--- config.mk ---
export PLATFORM = sky130hd
export DESIGN_NAME = pulse_decoder_flat
export DESIGN_NICKNAME = d
export VERILOG_FILES = /design/src/rtl/pulse_decoder_pkg.sv /design/src/rtl/pulse_decoder_if.sv /design/src/rtl/sat_tick_counter.sv /design/src/rtl/pulse_decoder.sv /design/src/flat_wrapper.sv
export SDC_FILE = /design/constraint.sdc
export NUM_CORES = 1
export LEC_CHECK = 0
export CAP_MARGIN = 20
export CORE_MARGIN = 5
export CORE_UTILIZATION = 51
export DETAILED_ROUTE_END_ITERATION = 10
export PLACE_DENSITY_LB_ADDON = 0.3
export SKIP_CTS_REPAIR_TIMING = 1
export SLEW_MARGIN = 20
export SYNTH_ARGS = -nofsm -noshare
export SYNTH_HDL_FRONTEND = slang
export SYNTH_HIERARCHICAL = 1
export SYNTH_SLANG_ARGS = --single-unit
--- constraint.sdc ---
create_clock -name i_clk -period 4.86 [get_ports i_clk]
set_input_delay 0.729 -clock i_clk [delete_from_list [all_inputs] [get_ports i_clk]]
set_output_delay 0.729 -clock i_clk [all_outputs]
set_load 0.05 [all_outputs]
--- src/rtl/pulse_decoder_pkg.sv ---
// Shared types and constants for the LED serial pulse decoder.
// Default tick thresholds assume the tick rate produced by count_enable's DIVISOR.
package pulse_decoder_pkg;

  localparam int unsigned PIXEL_W   = 24;
  localparam int unsigned BIT_IDX_W = 5;
  localparam int unsigned STAT_W    = 16;

  localparam int unsigned DEF_CNT_W       = 16;
  localparam int unsigned DEF_MIN_HIGH    = 4;
  localparam int unsigned DEF_ONE_THRESH  = 12;
  localparam int unsigned DEF_MAX_HIGH    = 24;
  localparam int unsigned DEF_LATCH_TICKS = 1000;

  typedef enum logic [1:0] {
    ST_IDLE  = 2'd0,
    ST_HIGH  = 2'd1,
    ST_LOW   = 2'd2,
    ST_ERROR = 2'd3
  } dec_state_t;

  // True when idx addresses the last bit of a pixel word.
  function automatic logic is_last_bit(input logic [BIT_IDX_W-1:0] idx);
    return idx == BIT_IDX_W'(PIXEL_W - 1);
  endfunction

endpackage

--- src/rtl/pulse_decoder_if.sv ---
// Edge/tick inputs and decoded outputs of pulse_decoder.
// PULSE_DECODER_STATS_EN adds the error and pixel statistics counters.
interface pulse_decoder_if;
  import pulse_decoder_pkg::*;

  logic               i_count_enable;
  logic               i_rising;
  logic               i_falling;
  logic               o_bit_valid;
  logic               o_bit;
  logic               o_pixel_valid;
  logic [PIXEL_W-1:0] o_pixel;
  logic               o_latch;
  logic               o_error;
`ifdef PULSE_DECODER_STATS_EN
  logic [STAT_W-1:0]  o_err_count;
  logic [STAT_W-1:0]  o_pixel_count;
`endif

  modport master (
    output i_count_enable, i_rising, i_falling,
    input  o_bit_valid, o_bit, o_pixel_valid, o_pixel, o_latch, o_error
`ifdef PULSE_DECODER_STATS_EN
    , input o_err_count, o_pixel_count
`endif
  );

  modport slave (
    input  i_count_enable, i_rising, i_falling,
    output o_bit_valid, o_bit, o_pixel_valid, o_pixel, o_latch, o_error
`ifdef PULSE_DECODER_STATS_EN
    , output o_err_count, o_pixel_count
`endif
  );

endinterface

--- src/rtl/sat_tick_counter.sv ---
// Tick counter that saturates at all-ones; clear has priority over enable.
module sat_tick_counter #(
  parameter int unsigned W = 16
) (
  input  logic         i_clk,
  input  logic         i_reset,
  input  logic         i_clear,
  input  logic         i_enable,
  output logic [W-1:0] o_count
);

  localparam logic [W-1:0] TOP = '1;

  always_ff @(posedge i_clk) begin : p_count
    if (i_reset || i_clear) begin
      o_count <= '0;
    end else if (i_enable && (o_count != TOP)) begin
      o_count <= o_count + W'(1);
    end
  end

endmodule

--- src/rtl/pulse_decoder.sv ---
// Measures LED data-line pulse widths, decodes bits, assembles 24-bit pixels,
// and flags latch gaps and malformed pulses. PULSE_DECODER_STATS_EN adds counters.
module pulse_decoder
  import pulse_decoder_pkg::*;
#(
  parameter int unsigned CNT_W       = DEF_CNT_W,
  parameter int unsigned MIN_HIGH    = DEF_MIN_HIGH,
  parameter int unsigned ONE_THRESH  = DEF_ONE_THRESH,
  parameter int unsigned MAX_HIGH    = DEF_MAX_HIGH,
  parameter int unsigned LATCH_TICKS = DEF_LATCH_TICKS
) (
  input  logic              i_clk,
  input  logic              i_reset,
  pulse_decoder_if.slave    dec
);

  localparam longint unsigned CNT_TOP = (64'd1 << CNT_W) - 64'd1;

  generate
    if (!((MIN_HIGH <= ONE_THRESH) && (ONE_THRESH <= MAX_HIGH) &&
          (64'(MAX_HIGH) < CNT_TOP) && (64'(LATCH_TICKS) <= CNT_TOP) &&
          (LATCH_TICKS >= 1))) begin : g_bad_params
      $error("pulse_decoder: illegal threshold/width parameter combination");
    end
  endgenerate

  localparam logic [CNT_W-1:0] MIN_C        = CNT_W'(MIN_HIGH);
  localparam logic [CNT_W-1:0] ONE_C        = CNT_W'(ONE_THRESH);
  localparam logic [CNT_W-1:0] MAX_C        = CNT_W'(MAX_HIGH);
  localparam logic [CNT_W-1:0] LATCH_LAST_C = CNT_W'(LATCH_TICKS - 1);

  dec_state_t         state_q;
  logic [CNT_W-1:0]   high_cnt;
  logic [CNT_W-1:0]   low_cnt;
  logic [BIT_IDX_W-1:0] bit_idx_q;
  logic [PIXEL_W-1:0] shift_q;
  logic [PIXEL_W-1:0] pixel_q;
  logic               bit_valid_q;
  logic               bit_q;
  logic               pixel_valid_q;
  logic               latch_q;
  logic               error_q;

  logic               both_edges_c;
  logic               any_edge_c;
  logic               ev_start;
  logic               ev_bit;
  logic               ev_err;
  logic               ev_latch;
  logic               ev_quiet;
  logic               err_edge_clr;
  logic               hi_en;
  logic               lo_en;
  logic               hi_clr;
  logic               lo_clr;
  logic               bit_val_c;
  logic               pixel_done_c;
  logic [PIXEL_W-1:0] new_word_c;

  assign both_edges_c = dec.i_rising & dec.i_falling;
  assign any_edge_c   = dec.i_rising | dec.i_falling;
  assign bit_val_c    = (high_cnt >= ONE_C);
  assign pixel_done_c = ev_bit & is_last_bit(bit_idx_q);
  assign new_word_c   = {shift_q[PIXEL_W-2:0], bit_val_c};
  assign hi_clr       = ev_start;
  assign lo_clr       = ev_bit | ev_err | ev_latch | ev_quiet | err_edge_clr;

  // Event decode: edges take priority over a coincident tick.
  always_comb begin : p_decode
    ev_start     = 1'b0;
    ev_bit       = 1'b0;
    ev_err       = 1'b0;
    ev_latch     = 1'b0;
    ev_quiet     = 1'b0;
    err_edge_clr = 1'b0;
    hi_en        = 1'b0;
    lo_en        = 1'b0;
    unique case (state_q)
      ST_IDLE: begin
        if (both_edges_c)      ev_err   = 1'b1;
        else if (dec.i_rising) ev_start = 1'b1;
      end
      ST_HIGH: begin
        if (dec.i_rising) begin
          ev_err = 1'b1;
        end else if (dec.i_falling) begin
          if (high_cnt < MIN_C) ev_err = 1'b1;
          else                  ev_bit = 1'b1;
        end else if (dec.i_count_enable) begin
          if (high_cnt == MAX_C) ev_err = 1'b1;
          else                   hi_en  = 1'b1;
        end
      end
      ST_LOW: begin
        if (both_edges_c) begin
          ev_err = 1'b1;
        end else if (dec.i_rising) begin
          ev_start = 1'b1;
        end else if (dec.i_count_enable) begin
          if (low_cnt == LATCH_LAST_C) ev_latch = 1'b1;
          else                         lo_en    = 1'b1;
        end
      end
      ST_ERROR: begin
        if (any_edge_c) begin
          err_edge_clr = 1'b1;
        end else if (dec.i_count_enable) begin
          if (low_cnt == LATCH_LAST_C) ev_quiet = 1'b1;
          else                         lo_en    = 1'b1;
        end
      end
      default: ;
    endcase
  end

  sat_tick_counter #(.W(CNT_W)) u_high_cnt (
    .i_clk    (i_clk),
    .i_reset  (i_reset),
    .i_clear  (hi_clr),
    .i_enable (hi_en),
    .o_count  (high_cnt)
  );

  sat_tick_counter #(.W(CNT_W)) u_low_cnt (
    .i_clk    (i_clk),
    .i_reset  (i_reset),
    .i_clear  (lo_clr),
    .i_enable (lo_en),
    .o_count  (low_cnt)
  );

  // State, pixel assembly and registered strobes.
  always_ff @(posedge i_clk) begin : p_fsm
    if (i_reset) begin
      state_q       <= ST_IDLE;
      bit_idx_q     <= '0;
      shift_q       <= '0;
      pixel_q       <= '0;
      bit_valid_q   <= 1'b0;
      bit_q         <= 1'b0;
      pixel_valid_q <= 1'b0;
      latch_q       <= 1'b0;
      error_q       <= 1'b0;
    end else begin
      bit_valid_q   <= ev_bit;
      pixel_valid_q <= pixel_done_c;
      latch_q       <= ev_latch;
      error_q       <= ev_err;

      if (ev_bit) begin
        bit_q     <= bit_val_c;
        shift_q   <= new_word_c;
        bit_idx_q <= pixel_done_c ? '0 : bit_idx_q + BIT_IDX_W'(1);
        if (pixel_done_c) pixel_q <= new_word_c;
      end
      if (ev_err || ev_latch) begin
        bit_idx_q <= '0;
        shift_q   <= '0;
      end

      unique case (state_q)
        ST_IDLE: begin
          if (ev_err)        state_q <= ST_ERROR;
          else if (ev_start) state_q <= ST_HIGH;
        end
        ST_HIGH: begin
          if (ev_err)      state_q <= ST_ERROR;
          else if (ev_bit) state_q <= ST_LOW;
        end
        ST_LOW: begin
          if (ev_err)        state_q <= ST_ERROR;
          else if (ev_start) state_q <= ST_HIGH;
          else if (ev_latch) state_q <= ST_IDLE;
        end
        ST_ERROR: begin
          if (ev_quiet) state_q <= ST_IDLE;
        end
        default: state_q <= ST_IDLE;
      endcase
    end
  end

  assign dec.o_bit_valid   = bit_valid_q;
  assign dec.o_bit         = bit_q;
  assign dec.o_pixel_valid = pixel_valid_q;
  assign dec.o_pixel       = pixel_q;
  assign dec.o_latch       = latch_q;
  assign dec.o_error       = error_q;

`ifdef PULSE_DECODER_STATS_EN
  localparam logic [STAT_W-1:0] STAT_TOP = '1;

  logic [STAT_W-1:0] err_count_q;
  logic [STAT_W-1:0] pixel_count_q;

  // Counters move in the same cycle as the strobe they count.
  always_ff @(posedge i_clk) begin : p_stats
    if (i_reset) begin
      err_count_q   <= '0;
      pixel_count_q <= '0;
    end else begin
      if (ev_err && (err_count_q != STAT_TOP)) err_count_q <= err_count_q + STAT_W'(1);
      if (ev_latch) begin
        pixel_count_q <= '0;
      end else if (pixel_done_c && (pixel_count_q != STAT_TOP)) begin
        pixel_count_q <= pixel_count_q + STAT_W'(1);
      end
    end
  end

  assign dec.o_err_count   = err_count_q;
  assign dec.o_pixel_count = pixel_count_q;
`endif

endmodule

--- src/flat_wrapper.sv ---
// flat-port wrapper written by rule: the top's interface ports become plain ports
module pulse_decoder_flat import pulse_decoder_pkg::*;
#(
  parameter int unsigned CNT_W       = DEF_CNT_W,
  parameter int unsigned MIN_HIGH    = DEF_MIN_HIGH,
  parameter int unsigned ONE_THRESH  = DEF_ONE_THRESH,
  parameter int unsigned MAX_HIGH    = DEF_MAX_HIGH,
  parameter int unsigned LATCH_TICKS = DEF_LATCH_TICKS
)
  (i_clk, i_reset, dec_i_count_enable, dec_i_rising, dec_i_falling, dec_o_bit_valid, dec_o_bit, dec_o_pixel_valid, dec_o_pixel, dec_o_latch, dec_o_error);
  pulse_decoder_if dec_i ();
  input  logic i_clk;
  input  logic i_reset;
  input wire logic [$bits(dec_i.i_count_enable)-1:0] dec_i_count_enable;
  input wire logic [$bits(dec_i.i_rising)-1:0] dec_i_rising;
  input wire logic [$bits(dec_i.i_falling)-1:0] dec_i_falling;
  output wire logic [$bits(dec_i.o_bit_valid)-1:0] dec_o_bit_valid;
  output wire logic [$bits(dec_i.o_bit)-1:0] dec_o_bit;
  output wire logic [$bits(dec_i.o_pixel_valid)-1:0] dec_o_pixel_valid;
  output wire logic [$bits(dec_i.o_pixel)-1:0] dec_o_pixel;
  output wire logic [$bits(dec_i.o_latch)-1:0] dec_o_latch;
  output wire logic [$bits(dec_i.o_error)-1:0] dec_o_error;
  assign dec_i.i_count_enable = dec_i_count_enable;
  assign dec_i.i_rising = dec_i_rising;
  assign dec_i.i_falling = dec_i_falling;
  assign dec_o_bit_valid = dec_i.o_bit_valid;
  assign dec_o_bit = dec_i.o_bit;
  assign dec_o_pixel_valid = dec_i.o_pixel_valid;
  assign dec_o_pixel = dec_i.o_pixel;
  assign dec_o_latch = dec_i.o_latch;
  assign dec_o_error = dec_i.o_error;
  pulse_decoder #(.CNT_W(CNT_W), .MIN_HIGH(MIN_HIGH), .ONE_THRESH(ONE_THRESH), .MAX_HIGH(MAX_HIGH), .LATCH_TICKS(LATCH_TICKS)) u_core (.i_clk(i_clk), .i_reset(i_reset), .dec(dec_i));
endmodule
==> reports/qor.yml, run 1 <==
outcome: "finished clean"
finalSetupTns_ps: 0
drt_first_pass_iters: 5
cp_num_buf_inv: 1
dp_hpwl_mm: 5.75
leakagePower_nw: 1.75
ir_drop_uv: 242
port_buffers: 33
grt_pass1_vias: 3227
setup_viol: 0
synth_area_um2: 4060
grt_max_degree: 37
antenna_cells: 0
via_count: 3487
hold_viol: 0
worst_slack_ps: 1980
clkLatencyLatePin_ps: 360
cap_violations: 0
design_area_um2: 4580
avgViaCountPerCell: 5.95
stdcell_count: 586
tightest_slew_ps: 945
synth_edf_count: 0
drc_errors: 0
io_pins: 34
gp_congestion: 0.885
reg2reg_depth: 8
cp_max_fo: 12
drtIter0Drc: 201
cp_top_family: "compound AO/OA/AOI/OAI gates"
avgRoutedWirePerCell_um: 14.6
hold_path_class: "register to register"
ys_types: 49
post-route-util: 0.593
crit_type: "input pin to register"
path_cells: "clkdlybuf4s50_1 > a211o_1 > nor2_1 > nand4_1 > a211oi_1 > a31oi_1 > a41o_1"
grt_pass1_wl_mm: 14.5
finClkSkew_ps: 14.5
powerDensity_nw_per_um2: 274
finalMaxSlewViolations: 0
cts_inserted_buffers: 9
cts_tree: "yes"
synth-main-ff-cell: "dfxtp_1"
cts_sinks: 91
critPathLaunch: "dec_i_rising"
rsz0062_at_grt: "no"
htree_levels: 3
finalCritPeriodShare: 0.593
clk_pin_slew_ps: 90
core_area_um2: 7730
syn_to_final_growth_pct: 12.9
antenna_found_initial: 0
fp.dieH_um: 99.2
timing.rr.end: "u_core/u_low_cnt/o_count[10]"
crit_slowest_cell: "clkdlybuf4s50_1"
start_util: 0.526
die_x_um: 99.2
slew_headroom: 0.370
ys_seq_area_frac: 0.449
cp_slowest_stage_delay_ps: 590
ys_seq_elements: 91
r2r-start: "u_core/u_low_cnt/o_count[8]"
crit_path_end_kind: "register"
dieArea_um2: 9850
path_depth: 7
syn_area_per_cell_um2: 8.91
startpoint_type: "input pin"
synth-async-reset-ratio: 0
placed_cell_area_um2: 4410
dp_cells: 571
nNetsFinal: 488
nFillCells: 674
rows: 32
required_ps: 5110
r2r_setup_slack_ps: 2210
wl_mm: 8.56
fin_crit_ps: 2880
ant_nets: 0
cts.path.max_buffers: 2
pre_cts_ws_ps: 1650
worst-endpoint-arrival_ps: 3130
root_buffer: "clkbuf_8"
netlist_instances: 456
grt_usage: 0.175
max_freq_mhz: 347
ys_warn_count: 6
layout-drive-gt1-share: 0.0702
synth_fp_nets: 464
setup.worst_path.end: "u_core/u_low_cnt/o_count[10]"
grt-ovfl-total: 0
-- worst min path at each step --
stage	start	endpoint	slack (ps)	cells past startpoint
floorplan	u_core/shift_q[22]	u_core/shift_q[22]	430	2
global placement	u_core/shift_q[22]	u_core/shift_q[22]	450	2
CTS	u_core/shift_q[22]	u_core/shift_q[22]	470	2
finish	u_core/shift_q[12]	u_core/shift_q[13]	470	2
detailed placement	u_core/shift_q[22]	u_core/shift_q[22]	460	2
global route	u_core/shift_q[19]	u_core/shift_q[19]	490	2
-- Yosys cell counts, types with 7 or more instances --
cell type	n	area share
clkbuf_1	9	0.0083
o21ai_0	10	0.012
dfxtp_1	91	0.45
a41o_1	9	0.022
a31oi_1	7	0.011
mux2i_1	24	0.059
nand4_1	12	0.018
a21oi_1	44	0.054
nand3_1	13	0.016
nor3_1	9	0.011
or3_1	10	0.015
and4_1	8	0.017
or4_1	8	0.015
nand2_1	66	0.061
nor2_1	50	0.046
-- registers in the layout (all words and copies together) (netlist names) --
register,flops
u_core/bit_idx_q,5
u_core/dec.o_bit,1
u_core/dec.o_bit_valid,1
u_core/dec.o_error,1
u_core/dec.o_latch,1
u_core/dec.o_pixel,24
u_core/dec.o_pixel_valid,1
u_core/shift_q,23
u_core/state_q,2
u_core/u_high_cnt/o_count,16
u_core/u_low_cnt/o_count,16
-- worst reg2reg max path, cell delays in order (launching register included) --
cell and delay (ps):
dfxtp_1 440, or4bb_1 560, nor4_4 370, and2b_1 220, a211oi_1 60, o32ai_1 200
or2_2 370, nor2_1 80, a41o_1 240
-- per-layer routing --
layer / vias to the layer above / track usage / part of all wire
li1: 1711 / - / -
met2: 79 / 0.274 / 0.47
met1: 1680 / 0.227 / 0.47
met3: 17 / 0.0386 / 0.044
met5: - / 0 / 0
met4: 0 / 0.0861 / 0.024
-- where the power goes --
part,switching (mW),internal (mW),leakage (nW)
Combinational,0.0313,0.0131,0.928
Clock,0.270,0.189,0.0840
Sequential,0.00275,0.747,0.733
Total,0.304,0.949,1.75
-- stage by stage --
stage | hold slack (ps) | power [mW]
2_1_floorplan | 434 | 0.802
3_3_place_gp | 454 | 0.810
3_5_place_dp | 458 | 0.811
5_1_grt | 493 | 1.31
4_1_cts | 471 | 1.27
6_report | 474 | 1.25
-- cell families after synthesis --
kind of cell / after synthesis / synth area share
and+or+nand+nor: 218 / 0.294
DFF: 91 / 0.449
xor gates and xnor gates: 8 / 0.0173
adders and majority gates: 3 / 0.00924
AOI/OAI and AO/OA: 88 / 0.140
muxes: 24 / 0.0591
buffers and inverters: 24 / 0.0320
-- cell usage in the layout (no fill, tap or decap), types with 4 or more instances in the layout --
cell type	count
dfxtp_1	91
nand2_1	66
nor2_1	50
a21oi_1	44
clkdlybuf4s50_1	33
mux2i_1	24
nand3_1	13
nand4_1	12
o21ai_0	10
or3_1	10
clkbuf_8	9
nor3_1	9
a41o_1	9
or4_1	8
and4_1	8
a31oi_1	7
xor2_1	6
o31ai_1	6
and2_1	5
nor4_1	4
-- cell type report --
class	count	area [um2]	share of cell area
clock buffers	9	124	0.0270
repair buffers	35	345	0.0753
flip-flops and latches	91	1820	0.397
inverters	2	7.51	0.00164
multi-input cells	341	2110	0.460
well taps	102	128	0.0278
clock inverters	6	48.8	0.0106
Note: power is estimated with default switching activity, not from simulation.
==> run 2: changes to the inputs <==
==> constraint.sdc (replaced) <==
create_clock -name i_clk -period 2.7 [get_ports i_clk]
set_input_delay 0.405 -clock i_clk [delete_from_list [all_inputs] [get_ports i_clk]]
set_output_delay 0.405 -clock i_clk [all_outputs]
set_load 0.05 [all_outputs]
==> run 2 against run 1 <==
Flip-flop and latch count stayed put. Clock skew shrank 2.8 ps. Combinational power is 96% higher. Critical endpoint unchanged. Critical path type is now register to register. Largest power group unchanged.
==> reports/qor.yml, run 2 (synthesis results as in run 1) <==
crit_slowest_cell: "or4bb_1"
setup.worst_path.end: "u_core/u_low_cnt/o_count[10]"
grt_usage: 0.176  # +0.00176
cts_sinks: 91  # unchanged
startpoint_type: "register"
comb_power_share: 0.035  # about the same
rsz0062_at_grt: "no"
fin_crit_ps: 2560
syn_to_final_growth_pct: 16.6
placed_cell_area_um2: 4510  # +2.3%
rows: 32  # unchanged
p_sw_frac: 0.225  # -0.0178
finalSetupTns_ps: 0  # unchanged
cts_inserted_buffers: 9  # unchanged
root_buffer: "clkbuf_8"
pre_cts_ws_ps: 151  # -1500 ps
timing.rr.end: "u_core/u_low_cnt/o_count[10]"
fp.dieH_um: 99.2  # unchanged
p_int_mw: 1.91  # +100%
worst_slack_ps: 138  # -1840 ps
via_count: 3457  # -0.86%
cts.path.max_buffers: 2  # unchanged
hold_viol: 0  # unchanged
hold_path_class: "register to register"
cts_tree: "yes"
stdcell_count: 599  # +2.2%
ant_nets: 0  # unchanged
avgViaCountPerCell: 5.77  # -3.0%
port_buffers: 33  # unchanged
critPathLaunch: "u_core/u_low_cnt/o_count[8]"
p_clk_frac: 0.416  # +0.049
finalMaxSlewViolations: 0  # unchanged
core_area_um2: 7730  # unchanged
crit_path_end_kind: "register"
ir_drop_uv: 433  # +79%
outcome: "finished clean"
r2r_setup_slack_ps: 140  # -2070 ps
worstHoldStart: "u_core/shift_q[13]"
antenna_found_initial: 0  # unchanged
crit_type: "register to register"
start_util: 0.526  # unchanged
antenna_cells: 0  # unchanged
largest_reg_flops: 24  # unchanged
dieArea_um2: 9850  # unchanged
layout-drive-gt1-share: 0.0926  # +0.0223
drt_first_pass_iters: 4  # -1
path_cells: "or4bb_1 > nor4_4 > and2b_1 > a211oi_1 > o32ai_1 > or2_2 > nor2_1 > a41o_1"
max_freq_mhz: 390
io_pins: 34  # unchanged
slew_headroom: 0.566  # +0.196
grt-ovfl-total: 0  # unchanged
nFillCells: 665  # -1.3%
grt_pass1_wl_mm: 14.5  # about the same
seqPwrFrac: 0.549  # -0.049
drc_errors: 0  # unchanged
tightest_slew_ps: 646  # -299 ps
cp_slowest_stage_delay_ps: 550  # -40 ps
htree_levels: 3  # unchanged
holdPathStages: 2  # unchanged
final_cell_mix: "91 x dfxtp_1, 66 x nand2_1, 50 x nor2_1"
finalCritPeriodShare: 0.949
avgRoutedWirePerCell_um: 14.3  # -2.0%
die_x_um: 99.2  # unchanged
gp_congestion: 0.856  # -3.3%
design_area_um2: 4740  # +3.3%
cap_violations: 0  # unchanged
cp_max_fo: 15  # +3
reg2reg_depth: 8  # unchanged
p_switching_mw: 0.553  # +82%
clkLatencyLatePin_ps: 360  # about the same
clk_pin_slew_ps: 90  # about the same
dp_cells: 583  # +2.1%
finClkSkew_ps: 11.7  # -2.78 ps
drtIter0Drc: 203  # +1.0%
required_ps: 2950  # -2160 ps
layout_commonest_cell: "dfxtp_1"
grt_max_degree: 29  # -22%
wl_mm: 8.58  # +0.21%
worst-endpoint-arrival_ps: 2810  # -320 ps
dp_hpwl_mm: 5.99  # +4.1%
powerDensity_nw_per_um2: 519  # +90%
leakagePower_nw: 1.83  # +5.1%
grt_pass1_vias: 3150  # -2.4%
setup_viol: 0  # unchanged
nNetsFinal: 500  # +2.5%
r2r-start: "u_core/u_low_cnt/o_count[8]"
-- run 2: power by group through the flow --
stage / registers, mW / clock network [mW] / logic, mW
finish: 1.35 / 1.02 / 0.0872
global route: 1.35 / 1.12 / 0.0945
CTS: 1.35 / 1.05 / 0.0866
detailed placement: 1.38 / 0 / 0.0860
global placement: 1.38 / 0 / 0.0854
floorplan: 1.38 / 0 / 0.0619
-- run 2: critical path: cells and delay by family, from the launching register on --
| family | cells | cell delay [ps] |
|---|---|---|
| and+or+nand+nor | 5 | 1530 |
| AOI/OAI and AO/OA | 3 | 470 |
| DFF | 1 | 440 |
-- run 2: how the worst min path moves through the flow --
stage | end | slack (ps)
finish | u_core/shift_q[14] | 470
CTS | u_core/shift_q[14] | 470
detailed placement | u_core/shift_q[22] | 450
global route | u_core/shift_q[17] | 500
global placement | u_core/shift_q[22] | 450
floorplan | u_core/shift_q[22] | 430
-- run 2: stage by stage --
step	util	hold slack (ps)	total power [mW]
finish	0.613	467	2.46
global route	0.613	501	2.56
CTS	0.613	467	2.49
detailed placement	0.584	453	1.47
global placement	0.584	446	1.47
floorplan	-	434	1.44
-- run 2: layout make-up --
cell class                      count  area, um2  share of cell area
Timing Repair Buffer               47        448              0.0946
Inverter                            2       7.51             0.00158
Tap cell                          102        128              0.0269
Sequential cell                    91       1820               0.385
Clock buffer                       10        128              0.0269
Multi-Input combinational cell    341       2110               0.445
Clock inverter                      6       95.1              0.0201
-- run 2: layer usage --
metal / part of all wire / wire [um] / GRT usage / vias to the layer above
li1: - / - / - / 1750
met1: 0.46 / 3950 / 0.226 / 1634
met2: 0.49 / 4180 / 0.291 / 63
met3: 0.042 / 361 / 0.0498 / 10
met4: 0.0098 / 84 / 0.0504 / 0
met5: 0 / 0 / 0 / -
==> run 3: changes to the inputs <==
--- a/config.mk
+++ b/config.mk
@@ -14,5 +14,4 @@
 export SLEW_MARGIN = 20
 export SYNTH_ARGS = -nofsm -noshare
 export SYNTH_HDL_FRONTEND = slang
-export SYNTH_HIERARCHICAL = 1
 export SYNTH_SLANG_ARGS = --single-unit
==> run 3 against run 2 <==
Count of clock-buffer cells in the layout unchanged. Total power down 4.6%. Clock skew down 0.72 ps. Non-clock buffer count down 4. Die area up 3.8%. Via count down 1.8%. Design area up 0.34%.
==> reports/qor.yml, run 3 <==
outcome: "finished clean"
syn_area_per_cell_um2: 8.64  # -3.0%
whs_ps: 459  # -7.78 ps
syn_to_final_growth_pct: 12.3
slew_headroom: 0.473  # -0.0929
fin_crit_ps: 2280  # -278 ps
ys_types: 54  # +10%
dieArea_um2: 10200  # +3.8%
io_pins: 34  # unchanged
worstHoldStart: "u_core.dec.o_pixel[20]"
nNetsFinal: 518  # +3.6%
ant_nets: 0  # unchanged
gp_congestion: 0.882  # +3.0%
ys_seq_elements: 91  # unchanged
clk_pin_slew_ps: 90  # about the same
r2r-start: "u_core.u_low_cnt.o_count[2]"
powerDensity_nw_per_um2: 494  # -4.9%
cp_max_fo: 44  # +29
final_cell_mix: "91 x dfxtp_1, 85 x nand2_1, 41 x a21oi_1"
power_mw: 2.35  # -4.6%
htree_levels: 3  # unchanged
grt_usage: 0.170  # -0.00669
startpoint_type: "register"
grt_max_degree: 50  # +72%
crit_path_end_kind: "register"
synth-main-ff-cell: "dfxtp_1"
drtIter0Drc: 190  # -6.4%
timing.rr.end: "u_core.u_low_cnt.o_count[0]"
root_buffer: "clkbuf_8"
largest_reg_flops: 24  # unchanged
finalSetupTns_ps: 0  # unchanged
netlist_instances: 490  # +7.5%
antenna_found_initial: 0  # unchanged
tightest_slew_ps: 783  # +137 ps
min_to: "u_core.dec.o_pixel[20]"
worst-endpoint-arrival_ps: 2520  # -290 ps
hold_path_class: "register to register"
path_cells: "or4b_4 > nor4_4 > nor4b_2 > or3_2 > buf_12 > nor3_1"
fp.dieH_um: 101  # +1.9%
synth_edf_count: 0  # unchanged
ys_seq_area_frac: 0.430  # -0.0183
nFillCells: 740  # +11%
yosys-top-cells-area: "dfxtp_1 43%, nand2_1 7.5%, a21oi_2 5.0%"
grt_pass1_wl_mm: 14.2  # -2.1%
port_buffers: 33  # unchanged
avgViaCountPerCell: 5.49  # -4.9%
placed_cell_area_um2: 4560  # +1.1%
holdPathStages: 2  # unchanged
synth_fp_nets: 499  # +7.5%
finalCritPeriodShare: 0.846  # -0.103
grt-ovfl-total: 0  # unchanged
antenna_cells: 0  # unchanged
rows: 33  # +3.1%
synth_top_area_frac: 0.430  # -0.0183
core_area_um2: 8130  # +5.3%
max_freq_mhz: 438  # +12%
leakagePower_nw: 1.45  # -21%
ys_warn_count: 0  # -6
r2r_setup_slack_ps: 420  # +280 ps
cap_violations: 0  # unchanged
synth_top_area_cell: "dfxtp_1"
cp_slowest_stage_delay_ps: 520  # -30 ps
dp_hpwl_mm: 5.47  # -8.7%
design_area_um2: 4750  # +0.34%
cts.path.max_buffers: 2  # unchanged
layout_commonest_cell: "dfxtp_1"
reg2reg_depth: 6  # -2
via_count: 3396  # -1.8%
synth_most_common_cell: "dfxtp_1"
cts_inserted_buffers: 9  # unchanged
grt_pass1_vias: 3180  # +0.95%
rsz0062_at_grt: "no"
die_x_um: 101  # +1.9%
finClkSkew_ps: 11.0  # -0.715 ps
drc_errors: 0  # unchanged
critPathLaunch: "u_core.u_low_cnt.o_count[2]"
layout-drive-gt1-share: 0.152  # +0.0592
cts_tree: "yes"
cts_sinks: 91  # unchanged
setup_viol: 0  # unchanged
clkLatencyLatePin_ps: 370  # about the same
crit_slowest_cell: "or4b_4"
synth-async-reset-ratio: 0  # unchanged
start_util: 0.521  # -0.00505
synth_area_um2: 4230  # +4.3%
ir_drop_uv: 336  # -23%
drt_first_pass_iters: 4  # unchanged
crit_type: "register to register"
finalMaxSlewViolations: 0  # unchanged
wl_mm: 8.27  # -3.7%
avgRoutedWirePerCell_um: 13.4  # -6.8%
hold_viol: 0  # unchanged
required_ps: 2940  # about the same
netlist_top_cells_count: "91 x dfxtp_1, 85 x nand2_1, 41 x a21oi_1"
-- run 3: cell types whose count changed in the layout (fill, tap and decap cells not counted), sizes merged, moves of 18 or more --
| cell | delta |
|---|---|
| mux2i | -20 |
| nor2 | -34 |
| nand3 | +27 |
| a21oi | +21 |
| nor3 | +19 |
| nand2 | +18 |
-- run 3: cells by family (layout without fill, tap and decap cells) --
family,Yosys count,in the layout,synth area share
AND/OR/NAND/NOR,241,241,0.317
multiplexers,4,4,0.00946
XOR/XNOR,17,17,0.0352
buffers and inverters,41,65,0.0579
adder cells (fa/ha/maj),4,4,0.0118
flip-flops,91,91,0.430
AO/OA/AOI/OAI,92,92,0.138
-- run 3: critical path: cells and delay by family (launching register included) --
family	cells	cell delay [ps]
buffers and inverters	1	270
flip-flops	1	460
AND/OR/NAND/NOR	5	1410
-- run 3: through the flow --
stage	setup slack, ps	utilization	instances
2_1_floorplan	713	-	490
3_3_place_gp	300	0.561	603
3_5_place_dp	231	0.561	603
4_1_cts	422	0.584	619
5_1_grt	295	0.584	619
6_report	416	0.584	619
-- run 3: final cells by class --
class / instances / area (um2) / share of cell area
inverter: 6 / 22.5 / 0.00474
timing repair buffer: 43 / 418 / 0.0879
tap: 105 / 131 / 0.0276
clock inverter: 6 / 53.8 / 0.0113
sequential: 91 / 1820 / 0.383
multi-input combinational: 358 / 2170 / 0.456
clock buffer: 10 / 138 / 0.0290
-- run 3: power breakdown --
| group | total, mW | internal (mW) | switching (mW) |
|---|---|---|---|
| sequential | 1.35 | 1.35 | 0.00838 |
| combinational | 0.104 | 0.0319 | 0.0724 |
| clock | 0.888 | 0.377 | 0.511 |
| total | 2.35 | 1.76 | 0.591 |
-- run 3: how the worst max path moves through the flow --
stage | slack (ps) | end | cells past startpoint
2_1_floorplan | 710 | u_core.shift_q[0] | 7
3_3_place_gp | 300 | u_core.u_low_cnt.o_count[2] | 7
3_5_place_dp | 230 | u_core.u_low_cnt.o_count[4] | 7
4_1_cts | 420 | u_core.u_low_cnt.o_count[2] | 6
5_1_grt | 300 | u_core.u_low_cnt.o_count[2] | 6
6_report | 420 | u_core.u_low_cnt.o_count[0] | 6
-- run 3: routing by layer --
metal | share of wire | track usage | up-vias
li1 | - | - | 1762
met5 | 0 | 0 | -
met1 | 0.48 | 0.220 | 1580
met2 | 0.47 | 0.272 | 46
met4 | 0.011 | 0.0562 | 0
met3 | 0.040 | 0.0491 | 8
